**src/rtl/vga_timing_ctrl.sv**
```systemverilog
// vga_timing_ctrl: pixel-enable divider and horizontal/vertical scan timing
// for the Pong VGA datapath. Everything runs on clk_in, and pix_en is a clock
// enable, not a derived clock.
// Optional feature: define VGA_FRAME_CNT_EN to add the 8-bit frame_cnt output.
// hsync, vsync, video_on and the ticks are registered from the next-count
// values. This keeps them in the same cycle as pixel_x/pixel_y.
// Porch and sync widths are assumed to be at least 1, and H_TOTAL/V_TOTAL
// are assumed to be at most 1024.
module vga_timing_ctrl #(
   parameter int CLK_DIV   = 2,
   parameter int H_VISIBLE = 640,
   parameter int H_FP      = 16,
   parameter int H_SYNC    = 96,
   parameter int H_BP      = 48,
   parameter int V_VISIBLE = 480,
   parameter int V_FP      = 10,
   parameter int V_SYNC    = 2,
   parameter int V_BP      = 33,
   parameter bit SYNC_ACT  = 1'b0
) (
   input  logic       clk_in,
   input  logic       rst,
   output logic       pix_en,
   output logic [9:0] pixel_x,
   output logic [9:0] pixel_y,
   output logic       video_on,
   output logic       hsync,
   output logic       vsync,
   output logic       line_tick,
   output logic       frame_tick
`ifdef VGA_FRAME_CNT_EN
   ,
   output logic [7:0] frame_cnt
`endif
);

   localparam int H_TOTAL = H_VISIBLE + H_FP + H_SYNC + H_BP;
   localparam int V_TOTAL = V_VISIBLE + V_FP + V_SYNC + V_BP;
   localparam int DIV_W   = (CLK_DIV > 1) ? $clog2(CLK_DIV) : 1;

   localparam logic [9:0] H_LAST     = 10'(H_TOTAL - 1);
   localparam logic [9:0] H_FP_START = 10'(H_VISIBLE);
   localparam logic [9:0] H_SY_START = 10'(H_VISIBLE + H_FP);
   localparam logic [9:0] H_BP_START = 10'(H_VISIBLE + H_FP + H_SYNC);
   localparam logic [9:0] V_LAST     = 10'(V_TOTAL - 1);
   localparam logic [9:0] V_FP_START = 10'(V_VISIBLE);
   localparam logic [9:0] V_SY_START = 10'(V_VISIBLE + V_FP);
   localparam logic [9:0] V_BP_START = 10'(V_VISIBLE + V_FP + V_SYNC);
   localparam logic [DIV_W-1:0] DIV_LAST = DIV_W'(CLK_DIV - 1);

   typedef enum logic [1:0] {HS_ACTIVE, HS_FRONT, HS_SYNC, HS_BACK} h_state_t;
   typedef enum logic [1:0] {VS_ACTIVE, VS_FRONT, VS_SYNC, VS_BACK} v_state_t;

   logic [DIV_W-1:0] div_cnt;
   logic             div_wrap;
   logic [9:0]       x_next;
   logic [9:0]       y_next;
   h_state_t         h_state;
   h_state_t         h_state_next;
   v_state_t         v_state;
   v_state_t         v_state_next;
   logic             hsync_next;
   logic             vsync_next;
   logic             video_on_next;
   logic             line_tick_next;
   logic             frame_tick_next;

   // pix_en is raised on the cycle after div_cnt reaches CLK_DIV-1.
   // With CLK_DIV=1 that condition always holds, so pix_en stays high.
   assign div_wrap = (div_cnt == DIV_LAST);

   // Pixel-rate divider: count 0..CLK_DIV-1 and wrap.
   always_ff @(posedge clk_in or posedge rst) begin
      if (rst) begin
         div_cnt <= '0;
      end else if (div_wrap) begin
         div_cnt <= '0;
      end else begin
         div_cnt <= div_cnt + DIV_W'(1);
      end
   end

   // Next scan position. The counters move only when the current cycle has pix_en.
   always_comb begin
      x_next = pixel_x;
      y_next = pixel_y;
      if (pix_en) begin
         if (pixel_x == H_LAST) begin
            x_next = '0;
            y_next = (pixel_y == V_LAST) ? 10'd0 : pixel_y + 10'd1;
         end else begin
            x_next = pixel_x + 10'd1;
         end
      end
   end

   // FSM state register for the horizontal and vertical scan regions.
   always_ff @(posedge clk_in or posedge rst) begin
      if (rst) begin
         h_state <= HS_ACTIVE;
         v_state <= VS_ACTIVE;
      end else begin
         h_state <= h_state_next;
         v_state <= v_state_next;
      end
   end

   // FSM next state: step region when the upcoming count crosses a boundary.
   // y_next changes only at a line wrap, so the vertical FSM steps per line.
   always_comb begin
      h_state_next = h_state;
      unique case (h_state)
         HS_ACTIVE: if (x_next == H_FP_START) h_state_next = HS_FRONT;
         HS_FRONT:  if (x_next == H_SY_START) h_state_next = HS_SYNC;
         HS_SYNC:   if (x_next == H_BP_START) h_state_next = HS_BACK;
         HS_BACK:   if (x_next == 10'd0)      h_state_next = HS_ACTIVE;
         default:   h_state_next = HS_ACTIVE;
      endcase
      v_state_next = v_state;
      unique case (v_state)
         VS_ACTIVE: if (y_next == V_FP_START) v_state_next = VS_FRONT;
         VS_FRONT:  if (y_next == V_SY_START) v_state_next = VS_SYNC;
         VS_SYNC:   if (y_next == V_BP_START) v_state_next = VS_BACK;
         VS_BACK:   if (y_next == 10'd0)      v_state_next = VS_ACTIVE;
         default:   v_state_next = VS_ACTIVE;
      endcase
   end

   // FSM outputs, decoded from the next state so they register in step with the counters.
   always_comb begin
      hsync_next      = (h_state_next == HS_SYNC) ? SYNC_ACT : ~SYNC_ACT;
      vsync_next      = (v_state_next == VS_SYNC) ? SYNC_ACT : ~SYNC_ACT;
      video_on_next   = (h_state_next == HS_ACTIVE) && (v_state_next == VS_ACTIVE);
      line_tick_next  = div_wrap && (x_next == H_LAST);
      frame_tick_next = line_tick_next && (y_next == V_LAST);
   end

   // Output registers. Reset puts every output in its idle state at once.
   always_ff @(posedge clk_in or posedge rst) begin
      if (rst) begin
         pix_en     <= 1'b0;
         pixel_x    <= '0;
         pixel_y    <= '0;
         video_on   <= 1'b0;
         hsync      <= ~SYNC_ACT;
         vsync      <= ~SYNC_ACT;
         line_tick  <= 1'b0;
         frame_tick <= 1'b0;
      end else begin
         pix_en     <= div_wrap;
         pixel_x    <= x_next;
         pixel_y    <= y_next;
         video_on   <= video_on_next;
         hsync      <= hsync_next;
         vsync      <= vsync_next;
         line_tick  <= line_tick_next;
         frame_tick <= frame_tick_next;
      end
   end

`ifdef VGA_FRAME_CNT_EN
   // Frame counter used for game speed pacing. It counts frame_tick pulses and wraps at 255.
   always_ff @(posedge clk_in or posedge rst) begin
      if (rst) begin
         frame_cnt <= '0;
      end else if (frame_tick) begin
         frame_cnt <= frame_cnt + 8'd1;
      end
   end
`endif

endmodule

```
**config.mk**
```make
export PLATFORM = sky130hd
export DESIGN_NAME = vga_timing_ctrl
export DESIGN_NICKNAME = d
export VERILOG_FILES = /design/src/rtl/vga_timing_ctrl.sv
export SDC_FILE = /design/constraint.sdc
export NUM_CORES = 1
export LEC_CHECK = 0
export BUFFER_PORTS_ARGS = -buffer_cell sky130_fd_sc_hd__buf_2
export CAP_MARGIN = 20
export CORE_MARGIN = 3
export CORE_UTILIZATION = 50
export CTS_BUF_LIST = sky130_fd_sc_hd__clkbuf_16
export DETAILED_ROUTE_END_ITERATION = 7
export PLACE_DENSITY = 0.71
export SYNTH_ARGS = -nofsm -noshare
export SYNTH_HDL_FRONTEND = slang
export SYNTH_SLANG_ARGS = --single-unit
```
**constraint.sdc**
```tcl
create_clock -name clk_in -period 2.9 [get_ports clk_in]
set_input_delay 0.58 -clock clk_in [delete_from_list [all_inputs] [get_ports clk_in]]
set_output_delay 0.58 -clock clk_in [all_outputs]
set_load 0.02 [all_outputs]
```
# == Yosys cells after proc, flatten, opt, wreduce, memory -nomap -nowiden ==
# Index checks and enable logic that the tools add are counted.
# totals
register_bits,31
in_bits,2
output_inout_bits,26
word_cells,59
# op_classes
n_addsub,3
eq_ne,18
mux,18
reduce_logical,9
# op_table
cell,count
"10-bit equality test, second input constant",7
10-bit 2-to-1 mux,5
"10-bit by 9-bit equality test with 1-bit output, second input constant",3
"10-bit by 1-bit adder with 10-bit output, second input constant",2
10-bit zero test,2
2-bit 2-to-1 mux,8
2-bit case mux with 4 select lines,2
"2-bit equality test, second input constant",6
2-bit zero test,4
"2-bit by 1-bit equality test with 1-bit output, second input constant",2
1-bit logical AND,3
1-bit 2-to-1 mux,3
"1-bit adder, second input constant",1

# == Longest topological paths before layout ==
# logic_depth
depth_word,9
mapped_depth,10
depth_no_buf,9

# == Least setup slack after synthesis ==
# Ideal clock, no wire load.
# synth_path
path_type,register -> register
from,register pixel_x[1]
to,register video_on
setup_time_ns,0.121
t_arrival_ns,2.437
required_time_ns,2.779
path_slack_ns,0.342
stages_incl_launch_ff,10
n_path_buf,1
synth_period_minus_slack_ns,2.558
path_cell_list,dfrtp_1 > ha_1 > nand3_1 > or3_1 > buf_6 > o31ai_4 > o211ai_1 > or4b_4 > nor2_2 > nor3_1
# synth_via
elab_chain_len,8
word_cells_on_any_way,27
cone_classes,add/sub (1); eq/ne (7); mux (14); reduce/logical (5)
# synth_lines
element,line_no,rtl
"start, declared",24,"output logic [9:0] pixel_x,"
"start signal, assigned",151,pixel_x <= x_next;
10-bit by 1-bit adder with 10-bit output / 10-bit equality test (equally long branches),"92, 88",
10-bit 2-to-1 mux,88,if (pixel_x == H_LAST) begin
10-bit 2-to-1 mux,87,if (pix_en) begin
10-bit equality test (tied with other cells),115,HS_SYNC: if (x_next == H_BP_START) h_state_next = HS_BACK;
2-bit 2-to-1 mux (tied with other cells),115,
2-bit case mux with 4 select lines (on tied branches),"112, 120",
2-bit zero test,133,video_on_next = (h_state_next == HS_ACTIVE) && (v_state_next == VS_ACTIVE);
1-bit logical AND *,133,
net video_on_next,64,logic video_on_next;
"end signal, assigned",153,video_on <= video_on_next;
"end, declared",26,"output logic video_on,"
# The timed path passes the listed nets; every way through them passes the cells marked *.

# == Worst setup path in the final report ==
# Same ends and word-level chain as after synthesis.

==> flow_summary.json <==
{
  "slew_viol_final": 0,
  "yosysTopAreaCell": "dfrtp_1",
  "pin_count": 28,
  "drive_gt1_frac": 0.244,
  "powerDensity_nw_per_um2": 421,
  "nets": 238,
  "dp_cells": 272,
  "pwr-share-comb": 0.011,
  "rr_worst_depth": 8,
  "cts-root-buf": "clkbuf_16",
  "die_y_um": 67.0,
  "crit_path_start_kind": "flip-flop",
  "maxCapViolations": 0,
  "hold_viol_final": 0,
  "vias_per_cell": 6.00,
  "num_rows": 21,
  "grt_pass1_wl_um": 7470,
  "synthToLayoutAreaGrowth_pct": 19.2,
  "rr_startpoint": "pixel_x[1]$_DFF_PP0_",
  "syn-cell-area_um2": 1860,
  "antenna_found_initial": 0,
  "drtAntennaViolNets": 0,
  "grt_max_degree": 17,
  "worst_path_max_delay_cell": "or4b_4",
  "cts_tree": "done",
  "power_leakage_nw": 1.01,
  "worstPathArrival_ps": 2780,
  "hold_path_class": "input port to async pin",
  "diodes": 0,
  "tightest_slew_ps": 603,
  "cp_max_fo": 9,
  "fin_tns_setup_ps": 0,
  "peakVddDrop_mv": 0.328,
  "relSlewSlack": 0.598,
  "cpPeakStageDelay_ps": 550,
  "cp.required_ps": 3060,
  "grt-ovfl-total": 0,
  "synth_area_leaders": "dfrtp_1 39%, nand4_1 3.7%, xnor2_1 3.3%, inv_1 3.0%, nor3_1 3.0%",
  "final_core_util": 0.639,
  "port_buffers": 27,
  "fmax_mhz": 380,
  "htree_levels": 2,
  "fin_crit_ps": 2630,
  "status": "finished, final reports clean",
  "async_reset_ff_frac": 1.00,
  "yosysWarningCount": 0,
  "crit_type": "flip-flop to flip-flop",
  "power_mw": 0.933,
  "cts_inserted_buffers": 5,
  "clkPwrFrac": 0.525,
  "die_w_um": 67.0,
  "skew_ps": 1.78,
  "synth_nets": 204,
  "p_sw_mw": 0.186,
  "path_clk_slew_ps": 50,
  "stdcell_count": 280,
  "setup_viol": 0,
  "synth-edff-count": 0,
  "drtIter0Drc": 179,
  "end_kind": "flip-flop",
  "fillers": 297,
  "synth-main-ff-cell": "dfrtp_1",
  "place_congestion": 0.889,
  "hpwl_um": 3310,
  "initial_core_util": 0.536,
  "grt_pass1_vias": 1604,
  "timing.rr.end": "video_on$_DFF_PP0_",
  "path_cells": "ha_1, nand3_1, or3_4, a2111oi_2, o211ai_1, or4b_4, nor2_2, nor3_1",
  "clkLatencyLatePin_ps": 270,
  "intPower_mw": 0.747,
  "cts_buffer_depth": 2,
  "drc": 0,
  "path_delay_family": "simple AND/OR/NAND/NOR gates",
  "wirelength_um": 4450,
  "r2r_setup_slack_ps": 270,
  "design.core.area_um2": 3470,
  "setup_slack_ps": 271,
  "wl_per_cell_um": 15.9,
  "preCtsSetupSlack_ps": 185,
  "synth_cells": 199,
  "ctsHoldBuffers": 0,
  "syn_area_per_cell_um2": 9.34,
  "post_dp_cell_area_um2": 2060,
  "worst_hold_slack_ps": 367,
  "swShare": 0.199,
  "via_count": 1679,
  "die_area_um2": 4490,
  "rsz0062_at_grt": "false",
  "synth_top_area_frac": 0.390,
  "drt_first_pass_iters": 4,
  "fin_crit_sh": 0.907,
  "final_area_um2": 2220,
  "seqPwrFrac": 0.465,
  "grt_usage": 0.223,
  "ys_types": 53,
  "ys_seq_area_frac": 0.419,
  "cp_num_buf_inv": 0,
  "clkSinkCount": 31,
  "synth-seq-cells": 31
}
==> flip-flops by register name (all words and copies together), names as in the netlist, 2 cells and up <==
name     flops
pixel_x     10
pixel_y     10
h_state      2
v_state      2
==> worst max-delay path by stage <==
stage	slack, ps	startpoint	endpoint	depth (start not counted)
2_1_floorplan	340	pixel_x[1]$_DFF_PP0_	video_on$_DFF_PP0_	9
3_3_place_gp	320	pixel_x[1]$_DFF_PP0_	video_on$_DFF_PP0_	8
3_5_place_dp	180	pixel_x[1]$_DFF_PP0_	video_on$_DFF_PP0_	8
4_1_cts	180	pixel_x[1]$_DFF_PP0_	video_on$_DFF_PP0_	8
5_1_grt	90	pixel_x[1]$_DFF_PP0_	v_state[0]$_DFF_PP0_	10
6_report	270	pixel_x[1]$_DFF_PP0_	video_on$_DFF_PP0_	8
==> worst register-to-register path: stages (launching register included) <==
cell	delay, ps
dfrtp_1	440
ha_1	250
nand3_1	210
or3_4	460
a2111oi_2	250
o211ai_1	160
or4b_4	550
nor2_2	120
nor3_1	70
==> layout make-up <==
cell class                      count  area [um^2]  share of cell area
Inverter                           15         56.3              0.0254
Timing Repair Buffer               35          195              0.0881
Clock buffer                        5          125              0.0565
Multi-Input combinational cell    145          988               0.446
Sequential cell                    31          778               0.351
Tap cell                           46         57.6              0.0260
Clock inverter                      3         15.0             0.00678
==> layout by cell type (no fill, tap or decap), types with 7 or more instances in the layout <==
cell / instances
inv_1: 15
nor4_1: 8
nand3_1: 10
a21oi_1: 10
buf_2: 27
dfrtp_1: 29
nand4_1: 11
nand2_1: 14
o21ai_0: 7
buf_4: 8
xnor2_1: 7
nor3_1: 11
nor2_1: 9
==> Yosys cell counts (all sizes together), types with 3 or more instances <==
library cell  instances
a21oi                10
and3                  3
and4                  4
buf                   5
clkbuf                3
dfrtp                29
ha                    3
inv                  15
nand2                14
nand2b                3
nand3                10
nand4                11
nor2                 10
nor2b                 3
nor3                 11
nor4                  8
o21ai                 8
or3                   3
xnor2                 7
xor2                  3
==> cell families after synthesis <==
logic type | count (synthesis) | share of synthesized area
flops | 31 | 0.419
mux | 2 | 0.0108
fa+ha+maj | 3 | 0.0202
compound gates | 36 | 0.137
simple gates | 94 | 0.311
buf+inv | 23 | 0.0558
xor+xnor | 10 | 0.0471
==> layer usage <==
layer,up-vias,share of wire,global-route usage
li1,809,-,-
met1,809,0.45,0.304
met2,55,0.48,0.353
met3,6,0.058,0.0405
met4,0,0.013,0.0810
met5,-,0,0
==> power groups by stage <==
stage / combinational [mW] / clock, mW / sequential (mW)
6_report: 0.00994 / 0.489 / 0.433
4_1_cts: 0.0107 / 0.496 / 0.433
3_5_place_dp: 0.0109 / 0 / 0.440
2_1_floorplan: 0.00636 / 0 / 0.440
3_3_place_gp: 0.0102 / 0 / 0.440
5_1_grt: 0.0120 / 0.520 / 0.433
==> repair_timing <==
item / 4_1_cts / 5_1_grt
resized for setup: 0 / 2
setup buffers: 0 / 0
endpoints found under the setup margin: 0 / 2
hold endpoints to repair: 0 / 0
Power figures use the tool's default switching activity.
